--- src/rtl/iob_ram_2p_be_clr.sv ---
// iob_ram_2p_be_clr
// Two-port (one write, one read) synchronous RAM with per-byte write strobes,
// same-address write-to-read forwarding, an optional output register stage and
// a clear engine that zeroes the whole array after reset or on request.
//
// Ports:
//   clk      - clock, rising edge
//   rst_n    - synchronous active-low reset
//   w_en     - write enable
//   w_strb   - byte write strobes, bit k covers w_data[8k+7:8k]
//   w_addr   - write address
//   w_data   - write data
//   r_en     - read enable
//   r_addr   - read address
//   r_data   - read data, holds when no read completes
//   r_valid  - one-cycle pulse, r_data carries a read result
//   clr_req  - start a full clear (level, sampled each cycle)
//   busy     - clear engine active, user accesses are ignored
module iob_ram_2p_be_clr #(
    parameter int unsigned DATA_W   = 32,
    parameter int unsigned ADDR_W   = 4,
    parameter int unsigned OUT_REG  = 0,
    parameter int unsigned INIT_CLR = 1
) (
    input  logic                clk,
    input  logic                rst_n,
    input  logic                w_en,
    input  logic [DATA_W/8-1:0] w_strb,
    input  logic [ADDR_W-1:0]   w_addr,
    input  logic [DATA_W-1:0]   w_data,
    input  logic                r_en,
    input  logic [ADDR_W-1:0]   r_addr,
    output logic [DATA_W-1:0]   r_data,
    output logic                r_valid,
    input  logic                clr_req,
    output logic                busy
);

    localparam int unsigned NumLanes = DATA_W / 8;
    localparam int unsigned Depth    = 1 << ADDR_W;

    typedef enum logic [0:0] {StIdle, StClear} state_e;

    state_e              state_q, state_d;
    logic [ADDR_W-1:0]   clr_addr_q, clr_addr_d;

    logic [DATA_W-1:0]   mem [Depth];

    logic                wr_fire;
    logic                rd_fire;
    logic [DATA_W-1:0]   rd_word;

    logic                s1_valid_q;
    logic [DATA_W-1:0]   s1_data_q;

    assign busy = (state_q == StClear);

    // A clear request in IDLE wins over a same-cycle write.
    assign wr_fire = w_en && !busy && !clr_req;
    assign rd_fire = r_en && !busy;

    // Clear engine
    always_comb begin
        state_d    = state_q;
        clr_addr_d = clr_addr_q;
        unique case (state_q)
            StIdle: begin
                if (clr_req) begin
                    state_d    = StClear;
                    clr_addr_d = '0;
                end
            end
            StClear: begin
                // Natural wrap of the counter lands back on 0 as we leave CLEAR.
                clr_addr_d = clr_addr_q + 1'b1;
                if (clr_addr_q == {ADDR_W{1'b1}}) begin
                    state_d = StIdle;
                end
            end
            default: state_d = StIdle;
        endcase
    end

    always_ff @(posedge clk) begin
        if (!rst_n) begin
            state_q    <= (INIT_CLR != 0) ? StClear : StIdle;
            clr_addr_q <= '0;
        end else begin
            state_q    <= state_d;
            clr_addr_q <= clr_addr_d;
        end
    end

    // Array: never reset, written only outside reset by the clear engine or the user.
    always_ff @(posedge clk) begin
        if (rst_n) begin
            if (busy) begin
                mem[clr_addr_q] <= '0;
            end else if (wr_fire) begin
                for (int k = 0; k < NumLanes; k++) begin
                    if (w_strb[k]) begin
                        mem[w_addr][8*k +: 8] <= w_data[8*k +: 8];
                    end
                end
            end
        end
    end

    // Read word with per-lane forwarding from a same-cycle write.
    always_comb begin
        rd_word = mem[r_addr];
        if (wr_fire && (w_addr == r_addr)) begin
            for (int k = 0; k < NumLanes; k++) begin
                if (w_strb[k]) begin
                    rd_word[8*k +: 8] = w_data[8*k +: 8];
                end
            end
        end
    end

    always_ff @(posedge clk) begin
        if (!rst_n) begin
            s1_valid_q <= 1'b0;
            s1_data_q  <= '0;
        end else begin
            s1_valid_q <= rd_fire;
            if (rd_fire) begin
                s1_data_q <= rd_word;
            end
        end
    end

    if (OUT_REG != 0) begin : g_out_reg
        logic              s2_valid_q;
        logic [DATA_W-1:0] s2_data_q;

        // Advances regardless of busy so in-flight reads still complete.
        always_ff @(posedge clk) begin
            if (!rst_n) begin
                s2_valid_q <= 1'b0;
                s2_data_q  <= '0;
            end else begin
                s2_valid_q <= s1_valid_q;
                if (s1_valid_q) begin
                    s2_data_q <= s1_data_q;
                end
            end
        end

        assign r_valid = s2_valid_q;
        assign r_data  = s2_data_q;
    end else begin : g_no_out_reg
        assign r_valid = s1_valid_q;
        assign r_data  = s1_data_q;
    end

endmodule

--- config.mk ---
export PLATFORM = sky130hd
export DESIGN_NAME = iob_ram_2p_be_clr
export DESIGN_NICKNAME = d
export VERILOG_FILES = /design/src/rtl/iob_ram_2p_be_clr.sv
export SDC_FILE = /design/constraint.sdc
export NUM_CORES = 1
export LEC_CHECK = 0
export ABC_CLOCK_PERIOD_IN_PS = 3400
export BUFFER_PORTS_ARGS = -buffer_cell sky130_fd_sc_hd__buf_2
export CORE_UTILIZATION = 55
export DETAILED_ROUTE_END_ITERATION = 12
export HOLD_SLACK_MARGIN = 0.1
export PLACE_DENSITY = 0.72
export SYNTH_ARGS = -nofsm -noshare
export SYNTH_HDL_FRONTEND = slang
export SYNTH_SLANG_ARGS = --single-unit
--- constraint.sdc ---
create_clock -name clk -period 3.4 [get_ports clk]
set_clock_uncertainty 0.05 [all_clocks]
set_input_delay 0.85 -clock clk [delete_from_list [all_inputs] [get_ports clk]]
set_output_delay 0.85 -clock clk [all_outputs]
set_load 0.05 [all_outputs]
==> results of run 1 <==
## cell type report
class	instances	share of cell area (%)
sequential	550	63.3
multi-input combinational	527	20.9
timing repair buffer	231	6.29
clock buffer	64	5.61
tap	518	2.54
clock inverter	32	1.28
inverter	5	0.0736
## layer usage
metal	wire length [um]	up-vias	part of all wire, %	track usage [%]
met5	0	-	0	0
met4	1470	0	2.9	8.36
met3	4970	92	9.8	4.83
met2	24000	658	47	39.6
met1	20100	6097	40	36.7
li1	-	5156	-	-
## report_power, final
group,switching [mW],leakage [nW],internal (mW)
logic,0.367,2.90,0.244
registers,0.0187,5.89,7.35
clock network,2.42,0.855,3.44
## cell families after synthesis
| group | synth area share, % |
|---|---|
| xor gates and xnor gates | 0.160 |
| and+or+nand+nor | 5.81 |
| DFF | 73.8 |
| buffers and inverters | 1.83 |
| adders and majority gates | 0.0573 |
| AOI/OAI and AO/OA | 5.47 |
| muxes | 12.8 |
## per-stage QoR
step                setup TNS (ns)  cell area [um^2]
detailed placement          -18.56             23700
global placement            -14.94             23700
floorplan                        0             21800
finish                           0             25500
global route                     0             25500
CTS                              0             25500
## worst max-delay path by stage
stage / endpoint / cells after the start / start
after floorplan: mem[14][16]$_DFFE_PP_ / 7 / w_strb[3]
after global placement: mem[11][1]$_DFFE_PP_ / 7 / w_strb[3]
after detailed placement: mem[11][7]$_DFFE_PP_ / 7 / w_strb[3]
after CTS: mem[11][2]$_DFFE_PP_ / 7 / w_strb[3]
after global routing: mem[11][2]$_DFFE_PP_ / 7 / w_strb[3]
final: mem[11][2]$_DFFE_PP_ / 7 / w_strb[3]
## state kept, by name, indices dropped and copies added (netlist names)
| register | cells |
|---|---|
| r_data | 32 |
| r_valid | 1 |
| mem | 512 |
| busy | 1 |
| clr_addr_q | 4 |
## worst reg2reg max path: stages (launching register included)
cell	delay, ns
sky130_fd_sc_hd__dfxtp_1	0.31
sky130_fd_sc_hd__nor3b_1	0.29
sky130_fd_sc_hd__and3_4	0.35
sky130_fd_sc_hd__nor2_1	0.09
sky130_fd_sc_hd__a31oi_2	0.91
sky130_fd_sc_hd__buf_4	0.36
sky130_fd_sc_hd__nor3_1	0.09
sky130_fd_sc_hd__buf_4	0.22
## layout by cell type (no fill, tap or decap), types with 12 or more instances in the layout
cell / netlist / layout
sky130_fd_sc_hd__dfxtp_1: 38 / 38
sky130_fd_sc_hd__nor3_1: 46 / 46
sky130_fd_sc_hd__a22oi_1: 56 / 56
sky130_fd_sc_hd__buf_2: 20 / 80
sky130_fd_sc_hd__buf_4: 3 / 145
sky130_fd_sc_hd__clkbuf_16: 0 / 54
sky130_fd_sc_hd__mux4_2: 120 / 120
sky130_fd_sc_hd__and3_1: 12 / 12
sky130_fd_sc_hd__a21oi_1: 52 / 52
sky130_fd_sc_hd__nor2b_1: 15 / 12
sky130_fd_sc_hd__nand2_1: 57 / 57
sky130_fd_sc_hd__edfxtp_1: 512 / 512
sky130_fd_sc_hd__o21ai_0: 27 / 27
sky130_fd_sc_hd__and2_1: 39 / 39
sky130_fd_sc_hd__nor3_2: 21 / 21
==> reports/metrics.csv, run 1 <==
metric,value,unit
detailed_place_hpwl,32400,um
drt-wirelength-per-cell,26.3,um
ys_seq_elements,550,
powerDensity,543,nW/um^2
delay_heaviest_family_cp,compound AO/OA/AOI/OAI gates,
finalMaxSlewViolations,0,
placementRows,72,
initial_utilization,56.1,%
synth-seq-area-share,73.8,%
clock_sink_count,550,
run_status,"finished, final reports clean",
critPathLaunchType,input pin,
final_min_period_over_clock_period,90.0,%
postCtsResizedCells,0,
crit_type,input pin to flop,
cpPeakStageDelay,0.96,ns
worstRegToRegCells,7,
timing.critical_path.slowest_stage_cell,sky130_fd_sc_hd__a31oi_2,
synthArstFlopShare,0,%
clockRootBuffer,sky130_fd_sc_hd__clkbuf_16,
wl,50600,um
slew-limit-headroom,20.4,%
ys_top_cells_by_area,"sky130_fd_sc_hd__edfxtp_1, sky130_fd_sc_hd__mux4_2, sky130_fd_sc_hd__dfxtp_1",
post_cts_hold_buffer_count,0,
via_count_of_the_first_global_routing_pass,11896,
crit_chain,buf_2 > or4_1 > and3_4 > a31oi_2 > buf_4 > nor3_1 > buf_4,
netlist_instances,1158,
drt-pass1-iter-count,5,
drt-initial-drc-count,1156,
cp_data_arrival_time,3.36,ns
cts_buffers,52,
drc,0,
port_buffers,82,
final.fill_count,2578,
critical_path.reg2reg.startpoint,busy$_SDFF_PN1_,
critical_path_required,3.70,ns
die_h,201,um
post-cts-setup-buffers,0,
clock_insertion_delay_worst_skew,0.58,ns
worstMarginPinSlew,1.19,ns
vias,12003,
mappedNetlistNets,1208,
grt_overflow,0,
rr_endpoint,mem[11][2]$_DFFE_PP_,
hold_viol,0,
setup.worst_path.end_class,flop,
class_of_the_worst_hold_path,input pin to flop,
worstHoldPathCells,2,
htree_levels,2,
preCtsSetupSlack,-0.215,ns
cts_tree,yes,
layout-area-overhead-vs-synth,16.6,%
worst_hold_slack,0.456,ns
grt_pass1_wl,75500,um
critical_path_buffers_and_inverters,3,
grt_antenna_before_repair,0,
place.gp.congestion,0.805,
postSynth.topFlopCell,sky130_fd_sc_hd__edfxtp_1,
rsz0062_at_grt,false,
p_leak,9.65,nW
hold-path-endpoint,r_data[4]$_SDFFE_PN0P_,
multi_input_comb_area,5330,um^2
floorplan.die.width,201,um
ir_drop,0.389,mV
detail_route.vias_per_cell,6.23,
synth.top_cells.by_count,"sky130_fd_sc_hd__edfxtp_1, sky130_fd_sc_hd__mux4_2, sky130_fd_sc_hd__nand2_1",
dp_cells,1831,
core_area,38900,um^2
synth_area,21800,um^2
design_power_total,13.8,mW
antennaDiodeCount,0,
post-synth-top-area-cell,sky130_fd_sc_hd__edfxtp_1,
rrSetupSlack,0.48,ns
synthesis.area_per_instance,18.9,um^2
cts_buffer_depth,3,
largest_net_degree_at_the_start_of_global_routing,43,
max-cap-violations,0,
synth_enable_flop_cells,512,
fmaxAchievable,0.327,GHz
finalSetupViolCount,0,
drive_gt1_share,33.8,%
synthDominantCellAreaShare,70.4,%
groute.usage.overall,25.4,%
synth.distinct_cells,42,
final_instance_count_without_filler_cells,1927,
fp.dieArea,40500,um^2
drtAntennaViolNets,0,
post-synth-top-count-cell,sky130_fd_sc_hd__edfxtp_1,
cell_occurring_most_often_along_the_worst_timing_path,sky130_fd_sc_hd__buf_4,
finalCriticalPeriod,3.06,ns
worst_setup_hold_path_clk_slew,0.07,ns
finalCoreUtilization,65.5,%
finalWorstSetupSlack,0.340,ns
yosys_warning_count,0,
worstHoldStart,w_data[4],
critical_path.max_fanout,12,
nets,1417,
boundaryPins,83,
reg_area,16100,um^2
Note: power is estimated with default switching activity, not from simulation.
==> inputs of run 2 (changes only) <==
Settings changed: ABC_AREA set to 1, CAP_MARGIN set to 30, CTS_CLUSTER_SIZE set to 8.
==> reports/metrics.csv, run 2 <==
metric,value,unit,change
postSynth.topFlopCell,sky130_fd_sc_hd__edfxtp_1,,
floorplan.die.width,212,um,+5.4%
crit_type,input pin to flop,,
synth_enable_flop_cells,512,,unchanged
finalMaxSlewViolations,0,,unchanged
hold_viol,0,,unchanged
die_h,212,um,+5.4%
htree_levels,3,,+1
clockRootBuffer,sky130_fd_sc_hd__clkbuf_16,,
drtAntennaViolNets,0,,unchanged
synth_area,24300,um^2,+11%
critical_path_required,3.66,ns,-0.04 ns
placement.cell_area,25900,um^2,+9.0%
synthDominantCellAreaShare,63.2,%,-7.1 points
detail_route.vias_per_cell,5.41,,-13%
critPathLaunchType,input pin,,
wl,61400,um,+21%
clock_insertion_delay_worst_skew,0.58,ns,about the same
cts_buffers,78,,+50%
drc,0,,unchanged
groute.usage.overall,28.0,%,+2.6 points
grt_pass1_wl,94400,um,+25%
ys_top_cells_by_area,"sky130_fd_sc_hd__edfxtp_1, sky130_fd_sc_hd__nand2_1, sky130_fd_sc_hd__nand3_1",,
post-synth-top-count-cell,sky130_fd_sc_hd__nand2_1,,
fin_tns_setup,0,ns,unchanged
power.switching_fraction,21.6,%,+1.3 points
largest_register_ff_count,512,,unchanged
drt-pass1-iter-count,8,,+3
rsz0062_at_grt,false,,
synthesis.area_per_instance,10.0,um^2,-47%
final_min_period_over_clock_period,72.9,%,-17 points
synth.distinct_cells,31,,-26%
worstHoldStart,r_data[5]$_SDFFE_PN0P_,,
place.gp.congestion,0.831,,+3.2%
clk_network_pwr_share,46.5,%,+4.2 points
drt-wirelength-per-cell,19.1,um,-27%
synth.top_cells.by_count,"sky130_fd_sc_hd__nand2_1, sky130_fd_sc_hd__edfxtp_1, sky130_fd_sc_hd__nand3_1",,
finalWorstSetupSlack,0.922,ns,+0.583 ns
final_cell_area,28100,um^2,+10%
finalCoreUtilization,64.9,%,-0.62 points
nets,2621,,+85%
max-cap-violations,0,,unchanged
power.sequential.fraction,48.2,%,-5.0 points
ir_drop,0.394,mV,+1.3%
run_status,"finished, final reports clean",,
switchingPower,3.31,mW,+18%
netlist_instances,2422,,+110%
critical_path.reg2reg.startpoint,busy$_SDFF_PN1_,,
synthArstFlopShare,0,%,unchanged
drt-initial-drc-count,1960,,+70%
yosys_warning_count,0,,unchanged
clock_sink_count,550,,unchanged
finalCriticalPeriod,2.48,ns,-0.583 ns
post-cts-setup-buffers,0,,unchanged
drive_gt1_share,12.8,%,-21 points
synth-seq-area-share,66.4,%,-7.5 points
initial_utilization,56.1,%,-0.061 points
internal_power,12.0,mW,+8.9%
cp_data_arrival_time,2.74,ns,-0.62 ns
placementRows,76,,+5.6%
grt_overflow,0,,unchanged
combinationalPowerShare,5.3,%,+0.9 points
setup.worst_path.end_class,flop,,
finalSetupViolCount,0,,unchanged
boundaryPins,83,,unchanged
mappedNetlistNets,2472,,+100%
core_area,43400,um^2,+11%
critical_path.max_fanout,32,,+20
final_cell_mix,"sky130_fd_sc_hd__nand2_1, sky130_fd_sc_hd__edfxtp_1, sky130_fd_sc_hd__nand3_1, sky130_fd_sc_hd__inv_1, sky130_fd_sc_hd__nor2_1",,
fmaxAchievable,0.404,GHz,+24%
slew-limit-headroom,37.9,%,+18 points
via_count_of_the_first_global_routing_pass,16737,,+41%
layout-area-overhead-vs-synth,15.7,%,
worst_setup_hold_path_clk_slew,0.05,ns,-0.02 ns
p_leak,12.3,nW,+27%
vias,17406,,+45%
first_element_of_the_critical_path,w_strb[3],,
cts_tree,yes,,
powerDensity,545,nW/um^2,+0.33%
max_flop_register,mem,,
postCtsResizedCells,0,,unchanged
post_cts_hold_buffer_count,0,,unchanged
port_buffers,82,,unchanged
fp.dieArea,45100,um^2,+11%
post-synth-top-area-cell,sky130_fd_sc_hd__edfxtp_1,,
antennaDiodeCount,0,,unchanged
grt_antenna_before_repair,0,,unchanged
layout.cells.most_common,sky130_fd_sc_hd__nand2_1,,
class_of_the_worst_hold_path,flop to flop,,
largest_net_degree_at_the_start_of_global_routing,100,,+130%
cts_buffer_depth,3,,unchanged
detailed_place_hpwl,36400,um,+12%
final.fill_count,3326,,+29%
ys_seq_elements,550,,unchanged
preCtsSetupSlack,0.410,ns,+0.625 ns
worstMarginPinSlew,0.930,ns,-0.261 ns
-- run 2: final timing paths --
| path | slack, ns | to | depth (start not counted) |
|---|---|---|---|
| max | 0.92 | mem[7][28]$_DFFE_PP_ | 6 |
| min | 0.41 | r_data[5]$_SDFFE_PN0P_ | 2 |
| max reg2reg | 0.94 | mem[7][28]$_DFFE_PP_ | 8 |
| min reg2reg | 0.41 | r_data[5]$_SDFFE_PN0P_ | 2 |
-- run 2: cell families after synthesis --
family | count (synthesis) | synth area share (%)
compound gates | 81 | 1.93
xor+xnor | 1 | 0.0669
fa+ha+maj | 1 | 0.0514
buf+inv | 434 | 7.07
flops | 550 | 66.4
simple gates | 1355 | 24.5
-- run 2: power by group through the flow --
stage          Sequential (mW)  Combinational (mW)  Clock (mW)
3_5_place_dp              7.51               0.796           0
6_report                  7.38               0.813        7.13
3_3_place_gp              7.51               0.782           0
5_1_grt                   7.38               0.883        7.49
2_1_floorplan             7.51               0.527           0
4_1_cts                   7.38               0.804        7.19
-- run 2: through the flow --
stage / instances / hold slack (ns) / total power, mW
finish: 3215 / 0.409 / 15.3
global route: 3215 / 0.421 / 15.8
CTS: 3215 / 0.410 / 15.4
detailed placement: 3076 / 0.402 / 8.31
global placement: 3076 / 0.399 / 8.29
floorplan: 2422 / 0.440 / 8.04
-- run 2: layout make-up --
cell class	count	area, um^2	share of cell area [%]
sequential	550	16100	57.4
multi-input combinational	1438	6470	23.0
clock buffer	139	2250	8.02
timing repair buffer	197	1390	4.92
inverter	306	1150	4.11
tap	585	732	2.60
-- run 2: critical path: stages --
cell,delay (ns)
sky130_fd_sc_hd__buf_2,0.16
sky130_fd_sc_hd__o211ai_2,0.31
sky130_fd_sc_hd__nand2_4,0.26
sky130_fd_sc_hd__inv_2,0.75
sky130_fd_sc_hd__nor2_1,0.12
sky130_fd_sc_hd__buf_4,0.25
-- run 2: routing by layer --
layer	up-vias	routed length (um)	track usage, %
met5	-	0	0
met2	924	28100	43.3
met4	0	2160	11.8
met3	144	6310	5.07
met1	8137	24800	39.3
li1	8201	-	-
==> inputs of run 3 (changes only) <==
Settings changed: ABC_CLOCK_PERIOD_IN_PS 3400 to 2520.
Clock period 3.4 ns to 2.52 ns, I/O delays scaled along.
==> reports/metrics.csv, run 3 (same netlist as run 2, synthesis figures left out) <==
metric,value,unit,change
run_status,"finished, final reports clean",,
clock_sink_count,550,,unchanged
drt-initial-drc-count,2079,,+6.1%
setup.worst_path.end_class,flop,,
placementRows,76,,unchanged
floorplan.die.width,212,um,unchanged
critical_path.max_fanout,8,,-75%
port_buffers,82,,unchanged
grt_pass1_wl,97600,um,+3.4%
finalCoreUtilization,66.6,%,+1.8 points
worstMarginPinSlew,0.569,ns,-0.360 ns
crit_type,flop to flop,,
post_cts_hold_buffer_count,0,,unchanged
finalMaxSlewViolations,0,,unchanged
fp.dieArea,45100,um^2,unchanged
layout.cells.most_common,sky130_fd_sc_hd__nand2_1,,
post-cts-setup-buffers,0,,unchanged
largest_register_ff_count,512,,unchanged
postCtsResizedCells,0,,unchanged
rsz0062_at_grt,false,,
hold_viol,0,,unchanged
final_instance_count_without_filler_cells,3260,,+1.4%
p_leak,12.6,nW,+2.7%
finalSetupViolCount,0,,unchanged
core_area,43400,um^2,unchanged
drc,0,,unchanged
cts_buffer_depth,3,,unchanged
drive_gt1_share,14.2,%,+1.5 points
grt_antenna_before_repair,0,,unchanged
max-cap-violations,0,,unchanged
drt-pass1-iter-count,8,,unchanged
final.fill_count,3263,,-1.9%
powerDensity,721,nW/um^2,+32%
fmaxAchievable,0.423,GHz,
critPathLaunchType,flop,,
die_h,212,um,unchanged
worst_setup_hold_path_clk_slew,0.05,ns,about the same
nets,2662,,+1.6%
largest_net_degree_at_the_start_of_global_routing,97,,-3.0%
cts_tree,yes,,
via_count_of_the_first_global_routing_pass,17327,,+3.5%
final_min_period_over_clock_period,93.9,%,
dp_cells,3117,,+1.3%
antennaDiodeCount,0,,unchanged
groute.usage.overall,29.3,%,+1.2 points
detailed_place_hpwl,40300,um,+10%
class_of_the_worst_hold_path,input pin to flop,,
design_power_total,20.8,mW,+36%
wl,63800,um,+3.9%
boundaryPins,83,,unchanged
vias,17860,,+2.6%
slew-limit-headroom,61.9,%,+24 points
initial_utilization,56.1,%,unchanged
place.gp.congestion,0.906,,+9.1%
clockRootBuffer,sky130_fd_sc_hd__clkbuf_16,,
clock_insertion_delay_worst_skew,0.60,ns,+0.02 ns
ir_drop,0.411,mV,+4.3%
critical_path_required,2.76,ns,-0.90 ns
cp_data_arrival_time,2.61,ns,-0.13 ns
cts_buffers,78,,unchanged
htree_levels,3,,unchanged
layout-area-overhead-vs-synth,18.8,%,
max_flop_register,mem,,
finalCriticalPeriod,2.37,ns,
drtAntennaViolNets,0,,unchanged
grt_overflow,0,,unchanged
drt-wirelength-per-cell,19.6,um,+2.4%
detail_route.vias_per_cell,5.48,,+1.2%
final_cell_mix,"sky130_fd_sc_hd__nand2_1, sky130_fd_sc_hd__edfxtp_1, sky130_fd_sc_hd__nand3_1, sky130_fd_sc_hd__inv_1, sky130_fd_sc_hd__nor2_1",,
[run 3: changes by cell type in the layout (fill, tap and decap cells not counted)]
cell                        previous run  this run
sky130_fd_sc_hd__dfxtp_2               0         1
sky130_fd_sc_hd__buf_12                8        41
sky130_fd_sc_hd__clkbuf_16            81        82
sky130_fd_sc_hd__clkbuf_1             57        58
sky130_fd_sc_hd__dfxtp_1              38        37
sky130_fd_sc_hd__clkbuf_8              2         1
sky130_fd_sc_hd__clkinv_8              0         1
sky130_fd_sc_hd__buf_4               108       116
sky130_fd_sc_hd__inv_6                 1         3
[run 3: layout make-up]
| type | count | area [um^2] | share of cell area [%] |
|---|---|---|---|
| clock buffers | 140 | 2270 | 7.85 |
| inverters | 306 | 1150 | 4.00 |
| flip-flops and latches | 550 | 16100 | 55.8 |
| repair buffers | 238 | 2110 | 7.29 |
| well taps | 585 | 732 | 2.53 |
| clock inverters | 3 | 33.8 | 0.117 |
| multi-input cells | 1438 | 6470 | 22.4 |
[run 3: per-stage QoR]
stage / worst slack (ns) / area [um^2] / hold WS, ns / setup TNS [ns]
global route: 0.0903 / 28900 / 0.365 / 0
global placement: -0.0326 / 26600 / 0.400 / -3.31
CTS: 0.214 / 28900 / 0.316 / 0
floorplan: 0.146 / 24300 / 0.440 / 0
detailed placement: -0.109 / 26600 / 0.402 / -32.79
finish: 0.155 / 28900 / 0.343 / 0
[run 3: worst max-delay path, cell delays in order, from the launching register on]
cell                       delay (ns)
sky130_fd_sc_hd__dfxtp_2         0.32
sky130_fd_sc_hd__inv_2           0.07
sky130_fd_sc_hd__nand2_1         0.07
sky130_fd_sc_hd__nor2_2          0.25
sky130_fd_sc_hd__o211ai_2        0.18
sky130_fd_sc_hd__buf_4           0.18
sky130_fd_sc_hd__nand3_1         0.14
sky130_fd_sc_hd__nand2_4         0.12
sky130_fd_sc_hd__nor2_8          0.20
sky130_fd_sc_hd__nand2_4         0.14
sky130_fd_sc_hd__nor2_1          0.15
sky130_fd_sc_hd__buf_4           0.19
[run 3: final timing paths]
kind | startpoint | endpoint | slack, ns | cells past startpoint
setup / recovery | busy$_SDFF_PN1_ | mem[0][30]$_DFFE_PP_ | 0.15 | 11
hold / removal | rst_n | busy$_SDFF_PN1_ | 0.34 | 2
setup reg to reg | busy$_SDFF_PN1_ | mem[0][30]$_DFFE_PP_ | 0.15 | 11
hold reg to reg | r_data[30]$_SDFFE_PN0P_ | r_data[30]$_SDFFE_PN0P_ | 0.41 | 2
[run 3: power by group]
part | internal (mW) | total (mW) | switching (mW)
combinational | 0.347 | 1.13 | 0.783
sequential | 9.94 | 9.97 | 0.0238
clock | 6.03 | 9.72 | 3.70
[run 3: routing by layer]
layer / vias up / global-route usage [%] / routed length (um)
met5: - / 0 / 0
met4: 0 / 13.6 / 2620
met3: 155 / 5.63 / 6690
met2: 1012 / 45.9 / 29200
met1: 8399 / 39.6 / 25200
li1: 8294 / - / -
